$ cat config.mk
export PLATFORM = sky130hd
export DESIGN_NAME = fetch_unit
export DESIGN_NICKNAME = d
export VERILOG_FILES = /design/src/rtl/fetch_pkg.sv /design/src/rtl/fetch_buffer.sv /design/src/rtl/fetch_unit.sv
export SDC_FILE = /design/constraint.sdc
export NUM_CORES = 1
export LEC_CHECK = 0
export CAP_MARGIN = 20
export CORE_MARGIN = 3
export CORE_UTILIZATION = 59
export DETAILED_ROUTE_END_ITERATION = 16
export GPL_TIMING_DRIVEN = 0
export PLACE_DENSITY = 0.86
export SYNTH_ARGS = -nofsm -noshare
export SYNTH_HDL_FRONTEND = slang
export SYNTH_SLANG_ARGS = --single-unit
$ cat constraint.sdc
create_clock -name clk -period 6.35 [get_ports clk]
set_input_delay 1.905 -clock clk [delete_from_list [all_inputs] [get_ports clk]]
set_output_delay 1.905 -clock clk [all_outputs]
set_load 0.02 [all_outputs]
$ cat src/rtl/fetch_pkg.sv
// Shared constants and the entry type that flows from instruction memory to decode.
package fetch_pkg;

  localparam logic [31:0] RESET_VECTOR = 32'hBFC0_0000;
  localparam logic [31:0] FETCH_STRIDE = 32'd4;

  typedef struct packed {
    logic [31:0] pc;
    logic [31:0] instruction;
    logic        exc_adel;
  } fetch_entry_t;

  function automatic logic word_aligned(input logic [31:0] addr);
    return addr[1:0] == 2'b00;
  endfunction

  function automatic fetch_entry_t make_entry(input logic [31:0] pc,
                                              input logic [31:0] instruction,
                                              input logic        exc_adel);
    fetch_entry_t e;
    e.pc          = pc;
    e.instruction = instruction;
    e.exc_adel    = exc_adel;
    return e;
  endfunction

endpackage

$ cat src/rtl/fetch_buffer.sv
// Small synchronous FIFO of fetch entries; the head slot is read straight from storage flops.
module fetch_buffer
  import fetch_pkg::*;
#(
  parameter int DEPTH = 2,
  localparam int PTR_W = (DEPTH > 1) ? $clog2(DEPTH) : 1,
  localparam int OCC_W = $clog2(DEPTH + 1)
) (
  input  logic             clk,
  input  logic             reset_n,
  input  logic             flush,
  input  logic             push,
  input  fetch_entry_t     push_data,
  input  logic             pop,
  output fetch_entry_t     head,
  output logic             empty,
  output logic             full,
  output logic [OCC_W-1:0] occ
);

  fetch_entry_t     mem [DEPTH];
  logic [PTR_W-1:0] rd_ptr;
  logic [PTR_W-1:0] wr_ptr;
  logic [OCC_W-1:0] count;
  logic             do_push;
  logic             do_pop;

  function automatic logic [PTR_W-1:0] bump(input logic [PTR_W-1:0] p);
    return (p == PTR_W'(DEPTH - 1)) ? '0 : p + PTR_W'(1);
  endfunction

  assign empty   = (count == '0);
  assign full    = (count == OCC_W'(DEPTH));
  assign occ     = count;
  assign head    = mem[rd_ptr];
  assign do_pop  = pop & !empty;
  // A push into a full FIFO is only honoured when the head leaves in the same cycle.
  assign do_push = push & (!full | do_pop);

  always_ff @(posedge clk or negedge reset_n) begin
    if (!reset_n) begin
      for (int i = 0; i < DEPTH; i++) begin
        mem[i] <= '0;
      end
      rd_ptr <= '0;
      wr_ptr <= '0;
      count  <= '0;
    end else if (flush) begin
      rd_ptr <= '0;
      wr_ptr <= '0;
      count  <= '0;
    end else begin
      if (do_push) begin
        mem[wr_ptr] <= push_data;
        wr_ptr      <= bump(wr_ptr);
      end
      if (do_pop) begin
        rd_ptr <= bump(rd_ptr);
      end
      count <= count + OCC_W'(do_push) - OCC_W'(do_pop);
    end
  end

  a_no_overflow: assert property (@(posedge clk) disable iff (!reset_n)
    !(push && full && !pop && !flush));

endmodule

$ cat src/rtl/fetch_unit.sv
// Instruction-fetch stage: PC register, credit-limited imem requests, in-order return
// buffering and redirect flushing ahead of decode.
module fetch_unit
  import fetch_pkg::*;
#(
  parameter logic [31:0] RESET_PC  = RESET_VECTOR,
  parameter int          BUF_DEPTH = 2
) (
  input  logic        clk,
  input  logic        reset_n,
  output logic        imem_req,
  output logic [31:0] imem_addr,
  input  logic        imem_gnt,
  input  logic        imem_rvalid,
  input  logic [31:0] imem_rdata,
  input  logic        redirect_valid,
  input  logic [31:0] redirect_pc,
  output logic        id_valid,
  input  logic        id_ready,
  output logic [31:0] id_instruction,
  output logic [31:0] id_pc,
  output logic        id_exc_adel
);

  localparam int OCC_W = $clog2(BUF_DEPTH + 1);
  localparam int SUM_W = OCC_W + 1;

  logic [31:0]      pc_q;
  logic             halted;
  logic [OCC_W-1:0] outstanding;
  logic [OCC_W-1:0] outstanding_next;
  logic [OCC_W-1:0] discard;

  fetch_entry_t     buf_head;
  fetch_entry_t     buf_entry;
  logic             buf_empty;
  logic             buf_full;
  logic             buf_push;
  logic [OCC_W-1:0] buf_occ;

  fetch_entry_t     pcq_head;
  fetch_entry_t     pcq_entry;
  logic             pcq_empty;
  logic             pcq_full;
  logic [OCC_W-1:0] pcq_occ;

  logic             deq;
  logic [SUM_W-1:0] in_use;
  logic             credit_ok;
  logic             aligned;
  logic             issue;
  logic             dropping;
  logic             ret_push;
  logic             adel_push;
  logic             unused_bits;

  assign deq       = id_valid & id_ready;
  // Slots already promised: requests in flight plus buffered words, less the one leaving now.
  assign in_use    = SUM_W'(outstanding) + SUM_W'(buf_occ) - SUM_W'(deq);
  assign credit_ok = in_use < SUM_W'(BUF_DEPTH);
  assign aligned   = word_aligned(pc_q);

  assign imem_req  = reset_n & !halted & !redirect_valid & aligned & credit_ok;
  assign imem_addr = pc_q;
  assign issue     = imem_req & imem_gnt;

  assign dropping  = (discard != '0);
  assign ret_push  = imem_rvalid & !dropping & !redirect_valid;
  assign adel_push = !halted & !redirect_valid & !aligned & credit_ok;
  assign buf_push  = ret_push | adel_push;
  assign buf_entry = adel_push ? make_entry(pc_q, 32'h0, 1'b1)
                               : make_entry(pcq_head.pc, imem_rdata, 1'b0);
  assign pcq_entry = make_entry(pc_q, 32'h0, 1'b0);

  assign outstanding_next = outstanding + OCC_W'(issue) - OCC_W'(imem_rvalid);

  // Redirect wins: everything still in flight becomes discard, and fetching restarts at the target.
  always_ff @(posedge clk or negedge reset_n) begin
    if (!reset_n) begin
      pc_q        <= RESET_PC;
      halted      <= 1'b0;
      outstanding <= '0;
      discard     <= '0;
    end else begin
      outstanding <= outstanding_next;
      if (redirect_valid) begin
        pc_q    <= redirect_pc;
        halted  <= 1'b0;
        discard <= outstanding_next;
      end else begin
        if (issue) begin
          pc_q <= pc_q + FETCH_STRIDE;
        end
        if (adel_push) begin
          halted <= 1'b1;
        end
        if (imem_rvalid && dropping) begin
          discard <= discard - OCC_W'(1);
        end
      end
    end
  end

  fetch_buffer #(.DEPTH(BUF_DEPTH)) u_return_buf (
    .clk       (clk),
    .reset_n   (reset_n),
    .flush     (redirect_valid),
    .push      (buf_push),
    .push_data (buf_entry),
    .pop       (deq),
    .head      (buf_head),
    .empty     (buf_empty),
    .full      (buf_full),
    .occ       (buf_occ)
  );

  // The PC queue tracks issued addresses only; it is never flushed so discarded returns still pop it.
  fetch_buffer #(.DEPTH(BUF_DEPTH)) u_pc_queue (
    .clk       (clk),
    .reset_n   (reset_n),
    .flush     (1'b0),
    .push      (issue),
    .push_data (pcq_entry),
    .pop       (imem_rvalid),
    .head      (pcq_head),
    .empty     (pcq_empty),
    .full      (pcq_full),
    .occ       (pcq_occ)
  );

  assign id_valid       = !buf_empty;
  assign id_instruction = buf_head.instruction;
  assign id_pc          = buf_head.pc;
  assign id_exc_adel    = buf_head.exc_adel;

  assign unused_bits = ^{buf_full, pcq_empty, pcq_full, pcq_occ,
                         pcq_head.instruction, pcq_head.exc_adel};

  a_rvalid_expected: assert property (@(posedge clk) disable iff (!reset_n)
    imem_rvalid |-> (outstanding != '0));

  a_discard_bounded: assert property (@(posedge clk) disable iff (!reset_n)
    discard <= outstanding);

  a_credit_bounded: assert property (@(posedge clk) disable iff (!reset_n)
    (SUM_W'(outstanding) + SUM_W'(buf_occ)) <= SUM_W'(BUF_DEPTH));

  a_head_hold: assert property (@(posedge clk) disable iff (!reset_n)
    (id_valid && !id_ready && !redirect_valid) |=>
      (id_valid && $stable(id_pc) && $stable(id_instruction)));

endmodule

# --- Word-level counts from Yosys, hierarchy flattened ---
# Cells that the tools add are included.
op_classes:
  addsub: 14
  n_lt_le_gt_ge: 7
  eq_ne: 2
  mux: 28
  bitwise_logic: 23
  n_reduce_logical: 21
op_table:
  columns: ["operator", "count"]
  rows:
  - ["$mux 65", 9]
  - ["$bwmux 130", 2]
  - ["$demux 65 s1", 2]
  - ["$mux 32", 2]
  - ["$add 32x3->32 const B", 1]
  - ["$and 1x1->1", 15]
  - ["$reduce_bool 2->1", 6]
  - ["$mux 1", 10]
  - ["$ge 2x2->1 const B", 4]
  - ["$logic_not 1->1", 8]
  - ["$not 1->2", 4]
  - ["$add 2x1->2", 3]
  - ["$logic_not 2->1", 3]
  - ["$mux 2", 3]
  - ["$sub 2x1->2", 3]
  - ["$add 1x1->1 const B", 4]
  - ["$eq 2x2->1 const B", 2]
  - ["$lt 2x1->1 const B", 2]
  - ["$add 2x2->3", 1]
  - ["$logic_and 1x1->1", 3]
  - ["$lt 3x2->1 const B", 1]
  - ["$or 1x1->1", 3]
  - ["$sub 3x1->3", 1]
  - ["$reduce_and 2->1", 1]
  - ["other kinds (2)", 2]
totals:
  ff_bits: 305
  inputBits: 70
  out_inout_bits: 99
  wordCells: 117

# --- Longest topological paths before layout ---
depth:
  ltp_word: 11
  depth_mapped: 19

# --- By module ---
# A second synthesis with hierarchy kept.
unflattened:
  hier_cells: 1086
  hier_area_um2: 15104.5
modules_own_cells:
  columns: ["module", "instances", "cells_each", "area_per_inst_um2", "seq_area_each_um2"]
  rows:
  - ["fetch_buffer", 2, 370, 6065.8, 3353.2]
  - ["fetch_unit", 1, 346, 2972.9, 937.1]

# --- Worst setup path after synthesis ---
# No wires, ideal clock.
synth_path:
  kind: "input -> output"
  start: "input id_ready"
  end: "output imem_req"
  arrival_ps: 3599
  path_slack_ps: 846
  cell_stages: 8
  n_path_buf: 0
  cell_sequence: "and2_1 ha_1 inv_1 nand2_1 fa_1 nor3b_4 and2_1 and3_1"
synth_via:
  elab_chain_cells: 4
synth_lines:
  columns: ["item", "line", "text"]
  rows:
  - ["from (decl)", "fetch_unit.sv:19", "input logic id_ready,"]
  - ["$and 1x1->1", "fetch_unit.sv:57", "assign deq = id_valid & id_ready;"]
  - ["$sub 3x1->3", "fetch_unit.sv:59", "assign in_use = SUM_W'(outstanding) + SUM_W'(buf_occ) - SUM_W'(deq);"]
  - ["$lt 3x2->1", "fetch_unit.sv:60", "assign credit_ok = in_use < SUM_W'(BUF_DEPTH);"]
  - ["$and 1x1->1", "fetch_unit.sv:63", "assign imem_req = reset_n & !halted & !redirect_valid & aligned & credit_ok;"]
  - ["to (decl)", "fetch_unit.sv:11", "output logic imem_req,"]
# Every way passes these cells.

# --- Worst setup path after layout ---
# Same ends and word-level chain as after synthesis.

==> results.py <==
metrics = {
    "outcome": {
        "status": "complete, no violations",
    },
    "worst_setup_path": {
        "r2r_setup_slack_ns": 2.41,
        "crit_path_start": "id_ready",
        "worst-r2r-cell-count": 15,
        "start_kind": "input port",
        "rr_endpoint": "u_return_buf.occ[0]$_DFF_PN0_",
        "cp.required_ns": 4.45,
        "arrival_ns": 4.19,
        "cp-endpoint": "imem_req",
        "timing.rr.start": "u_return_buf.occ[0]$_DFF_PN0_",
        "critPathKind": "input port to output port",
        "endpoint_kind": "output port",
        "worstPathMaxFanout": 5,
    },
    "clocking": {
        "cts.clk_slew.worst_paths_ns": 0.06,
        "ctsHoldBuffers": 0,
        "cts_tree": "yes",
        "numClockSinks": 239,
        "cts_max_level": 1,
        "cts_root_buf": "clkbuf_16",
        "postCtsSetupBuffers": 0,
        "numCtsBuffers": 25,
        "clock_latency_ns": 0.51,
        "clockBufferDepth": 3,
    },
    "place": {
        "portBuffers": 167,
        "dp.cells": 1475,
        "hpwl_mm": 21.01,
        "place_ws_ns": -0.2244,
        "placed_area_um2": 13130,
        "gp_congestion": 0.8469,
    },
    "global_route": {
        "antenna_found_initial": 0,
        "busiest_layer": "met2",
        "grt_util_met3_pct": 4.253,
        "grt_first_pass_wirelength_mm": 48.34,
        "grt_pass1_vias": 9433,
        "grt_max_degree": 91,
        "grt_use_met1_pct": 40.11,
        "grt_overflow_total": 0,
        "groute.usage.overall_pct": 29.70,
        "grtUsageMet2_pct": 49.68,
    },
    "sta": {
        "worst_pin_slew_ns": 0.7734,
        "final-setup-viol-count": 0,
        "min_period_over_period_pct": 96.03,
        "hold_viol_final": 0,
        "relSlewSlack_pct": 48.44,
        "fmax_ghz": 0.1640,
        "grt_setup_unrepaired": "false",
        "clock-skew-final_ns": 0.009767,
        "finalMaxSlewViolations": 0,
        "layout_setup_ws_ns": 0.2519,
        "hold_ws_ns": 0.4734,
        "min_period_ns": 6.098,
    },
    "final_layout": {
        "drive_gt1_share_pct": 13.02,
        "final-instance-count-excl-fill": 1519,
        "n_antenna_cell": 0,
        "finalInstanceArea_um2": 13890,
        "areaGrowthSynthToFinish_pct": 25.06,
        "final_common_cell": "nand2_1",
        "final_nets": 1354,
        "most-common-layout-cells": "nand2_1, dfrtp_1, o21ai_0",
    },
    "drt": {
        "via_per_inst": 6.043,
        "wl_per_cell_um": 19.85,
        "routed_wirelength_mm": 30.15,
        "route.vias.total": 9180,
        "drc": 0,
        "first_pass_iters": 5,
        "drt-initial-drc-count": 735,
        "drtAntennaViolNets": 0,
    },
    "die": {
        "die-area_um2": 20510,
        "die_w_um": 143.2,
        "rows": 49,
        "die_h_um": 143.2,
        "coreArea_um2": 18210,
        "initial_core_util_pct": 61.00,
        "io-pin-count": 169,
    },
    "run": {
        "drv_cap": 0,
    },
    "logic_synthesis": {
        "synth_nets": 1158,
        "synth_cell_types": 52,
        "synth-seq-cells": 239,
        "synthCells": 1077,
        "seq_area_frac_synth_pct": 53.95,
        "synth_edf_count": 0,
        "yosysWarnings": 0,
        "syn_area_um2": 11110,
        "async_reset_ff_share_pct": 100.0,
        "avgSynthCellArea_um2": 10.31,
        "synthFlopType": "dfrtp_1",
    },
    "power_and_ir_drop": {
        "leakage_uw": 0.006493,
        "p_per_area_nw_per_um2": 470.6,
        "finalPower_uw": 6537,
        "ir_worst_vdd_uv": 227.0,
    },
    "hold_path": {
        "holdCritPathClass": "register to register",
    },
}
==> per-layer routing <==
metal	vias to the layer above	wire length, um
met1	4570	12600
met4	0	738
met5	-	0
met2	409	14880
met3	65	1939
li1	4136	-
==> synthesized netlist by cell type (all sizes together), types with 4 or more instances <==
cell / number / area, um^2
and3: 8 / 50.05
mux2i: 33 / 330.3
ha: 10 / 125.1
o211ai: 10 / 75.07
o21ai: 180 / 900.9
a31oi: 6 / 37.54
o31a: 4 / 35.03
nand4: 15 / 93.84
clkbuf: 62 / 232.7
and2: 6 / 37.54
mux2: 127 / 1430
o311ai: 7 / 61.31
dfrtp: 230 / 5756
xnor2: 7 / 61.31
nor2: 23 / 86.33
a21oi: 10 / 61.31
inv: 13 / 48.79
nand2: 239 / 899.6
xor2: 4 / 35.03
dfstp: 9 / 236.5
nand3: 27 / 135.1
buf: 16 / 105.1
==> what timing repair did <==
item	CTS	global route
resized for setup	1	3
setup endpoints to repair	1	1
cloned	0	0
==> worst min-delay path by stage <==
stage | slack (ns) | to | startpoint | cells after the start
2_1_floorplan | 0.44 | u_return_buf.mem[0]$_DFFE_PN0P_ | u_return_buf.mem[0]$_DFFE_PN0P_ | 2
3_3_place_gp | 0.46 | u_return_buf.mem[42]$_DFFE_PN0P_ | u_return_buf.mem[42]$_DFFE_PN0P_ | 2
3_5_place_dp | 0.46 | u_return_buf.mem[60]$_DFFE_PN0P_ | u_return_buf.mem[60]$_DFFE_PN0P_ | 2
4_1_cts | 0.48 | u_return_buf.mem[50]$_DFFE_PN0P_ | u_return_buf.mem[50]$_DFFE_PN0P_ | 2
5_1_grt | 0.49 | u_pc_queue.mem[119]$_DFFE_PN0P_ | u_pc_queue.mem[119]$_DFFE_PN0P_ | 1
6_report | 0.47 | u_return_buf.mem[41]$_DFFE_PN0P_ | u_return_buf.mem[41]$_DFFE_PN0P_ | 2
==> cells by family (layout without fill, tap and decap cells) <==
group,after synthesis,in the layout,synth area share (%)
AO/OA/AOI/OAI,226,226,11.27
XOR/XNOR,11,11,0.8674
adder cells (fa/ha/maj),11,11,1.307
buffers and inverters,91,304,3.481
flip-flops,239,239,53.95
multiplexers,160,160,15.85
AND/OR/NAND/NOR,339,339,13.28
==> registers in the layout, indices dropped and copies added (netlist names) <==
name	cells
discard	2
halted	1
imem_addr	32
outstanding	2
u_pc_queue.mem	64
u_pc_queue.occ	2
u_pc_queue.rd_ptr	1
u_pc_queue.wr_ptr	1
u_return_buf.mem	130
u_return_buf.occ	2
u_return_buf.rd_ptr	1
u_return_buf.wr_ptr	1
==> worst max-delay path, cell delays in order <==
cell and delay (ns):
clkdlybuf4s50_1 0.48, and2_1 0.19, ha_1 0.24, inv_1 0.07
nand2_1 0.07, fa_1 0.48, nor3b_4 0.21, and2_2 0.22
and3_1 0.16, clkbuf_2 0.16
==> metrics by stage <==
| step | TNS [ns] | util, % |
|---|---|---|
| after global placement | -2073.36 | 71.75 |
| final | 0 | 76.29 |
| after floorplan | 0 | - |
| after global routing | 0 | 76.29 |
| after CTS | 0 | 76.30 |
| after detailed placement | -0.2244 | 72.08 |
==> power breakdown <==
group	internal (uW)	switching [uW]
registers	2070	316
logic	1170	1590
clock network	802	584
total	4040	2500
==> layout make-up <==
class                   instances  area (um^2)
flip-flops and latches        239         5992
multi-input cells             747         4730
fillers                      1160         4318
repair buffers                169         1727
clock buffers                  35        693.2
plain buffers                  78        337.8
well taps                     229        286.5
clock inverters                 9        76.32
inverters                      13        48.80
(Power assumes the default switching activity.)
==> RTL change: new RTL, config.mk and constraints unchanged <==
The parameter `BUF_DEPTH` goes from 2 to 4.
--- a/src/rtl/fetch_unit.sv
+++ b/src/rtl/fetch_unit.sv
@@ -5,5 +5,5 @@
 #(
   parameter logic [31:0] RESET_PC  = RESET_VECTOR,
-  parameter int          BUF_DEPTH = 2
+  parameter int          BUF_DEPTH = 4
 ) (
   input  logic        clk,
Check against the original RTL: not equivalent (Yosys sat finds a counterexample within 4 cycles, from zero or initial values and one cycle with reset_n low).
==> RTL change against the unedited design <==
Synthesized cell count grew 42%; register-to-register slack lost 770 ps; cell area grew 80%; routed wire length grew 67%; sequential cell count grew 202; area after synthesis grew 90%; setup slack lost 140 ps; power grew 68%; via count grew 47%; critical endpoint unchanged.
==> RTL change: results (changes against the unedited design) <==
[final_layout]
buffers = 276  ; +12%
fill_cells = 2257  ; +95%
antenna_cells = 1  ; +1
multi_input_gates = 821  ; +9.9%
largest_register_ffs = 260  ; +100%
layout.nets = 1841  ; +36%
nClkBuffers = 64  ; +83%
fin_util = 0.7158  ; -0.04708
buf_share = 0.09897  ; -0.04965
inverters = 160  ; +147
fin_cells = 2237  ; +47%
multi_input_area_share = 0.3513  ; +0.01084
clk_share = 0.06023  ; +0.004837
drive_gt1_frac = 0.2471  ; +0.1168

[clock_tree]
cts_resized = 10  ; +9
cts_tree = yes
cts_buffers = 46  ; +84%
clock_latency_ps = 560  ; +50 ps
cts.sink_count = 441  ; +85%

[pwr]
leakage_nw = 11.31  ; +74%
comb-power_w = 0.00422  ; +52%
worst_ir_drop_vdd_uv = 302.1  ; +33%
p_sw_w = 0.003771  ; +51%
internal-power_w = 0.007225  ; +79%

[worst_hold_path]
whs_path_depth = 1  ; -1
hold_start = u_return_buf.mem[220]
holdPathEnd = u_return_buf.mem[220]

[grt]
track_usage = 0.2665  ; -0.03044
use_met2 = 0.4380  ; -0.05878
grtUsageMet1 = 0.3646  ; -0.03652
grt_max_degree = 133  ; +46%
grt_pass1_wl_um = 80730  ; +67%

[place]
hpwl_um = 33990  ; +62%
pre_cts_ws_ps = -818.3  ; -593.9 ps
postPlaceCellArea_um2 = 23440  ; +79%
place_congestion = 0.8984  ; +6.1%

[outcome]
status = completed

[sta]
hold_slack_ps = 483.6  ; +10.19 ps
worstMarginPinSlew_ps = 952.0  ; +178.7 ps
skew_ps = 20.46  ; +10.69 ps

[drt]
vias = 13530  ; +47%
wl_met1_um = 20590  ; +63%
drtIter0Drc = 811  ; +10%
wl_met3_um = 3608  ; +86%
drt_first_pass_iters = 8  ; +3

[yosys]
synth_cell_types = 59  ; +13%
syn_avg_cell_area_um2 = 13.83  ; +34%
syn_nets = 1621  ; +40%
synth_commonest_cells = dfrtp_1, mux2_2, inv_1
ys_seq_area_frac = 0.5235  ; -0.01597

[setup_path]
r2r_cells = 22  ; +7
crit_arrival_ps = 4340  ; +150 ps
r2r-start = u_return_buf.occ[1]
r2r_end = discard[2]
rrSetupSlack_ps = 1640  ; -770 ps
critPathMaxFanout = 7  ; +2
crit_slowest_cell = or4_1

[die]
num_rows = 68  ; +39%

==> RTL change: cell count changes in the layout (fill, tap and decap cells not counted), sizes merged, moves of 12 or more <==
cell,unedited run,this run
buf,19,68
dfrtp,230,432
ha,10,22
inv,14,162
mux2,127,262
mux2i,33,151
mux4,0,97
nand2,239,33
nor2b,3,41
o21ai,180,23
==> RTL change: how the worst max path moves through the flow <==
stage / from / endpoint / slack, ps
after floorplan: id_ready / imem_req / 660
after global placement: reset_n / discard[2] / -16970
after detailed placement: id_ready / imem_req / -820
after CTS: id_ready / imem_req / 130
after global routing: id_ready / imem_req / 10
final: id_ready / imem_req / 110
==> RTL change: cell families (layout without fill, tap and decap cells) <==
logic type               after synthesis  in the layout  share of synthesized area
AO/OA/AOI/OAI                         84             84                    0.02923
XOR/XNOR                              15             15                   0.006226
adder cells (fa/ha/maj)               25             25                    0.01589
buffers and inverters                264            519                    0.06155
flip-flops                           441            441                     0.5235
multiplexers                         510            510                     0.3150
other                                  0              1                          0
AND/OR/NAND/NOR                      187            187                    0.04862
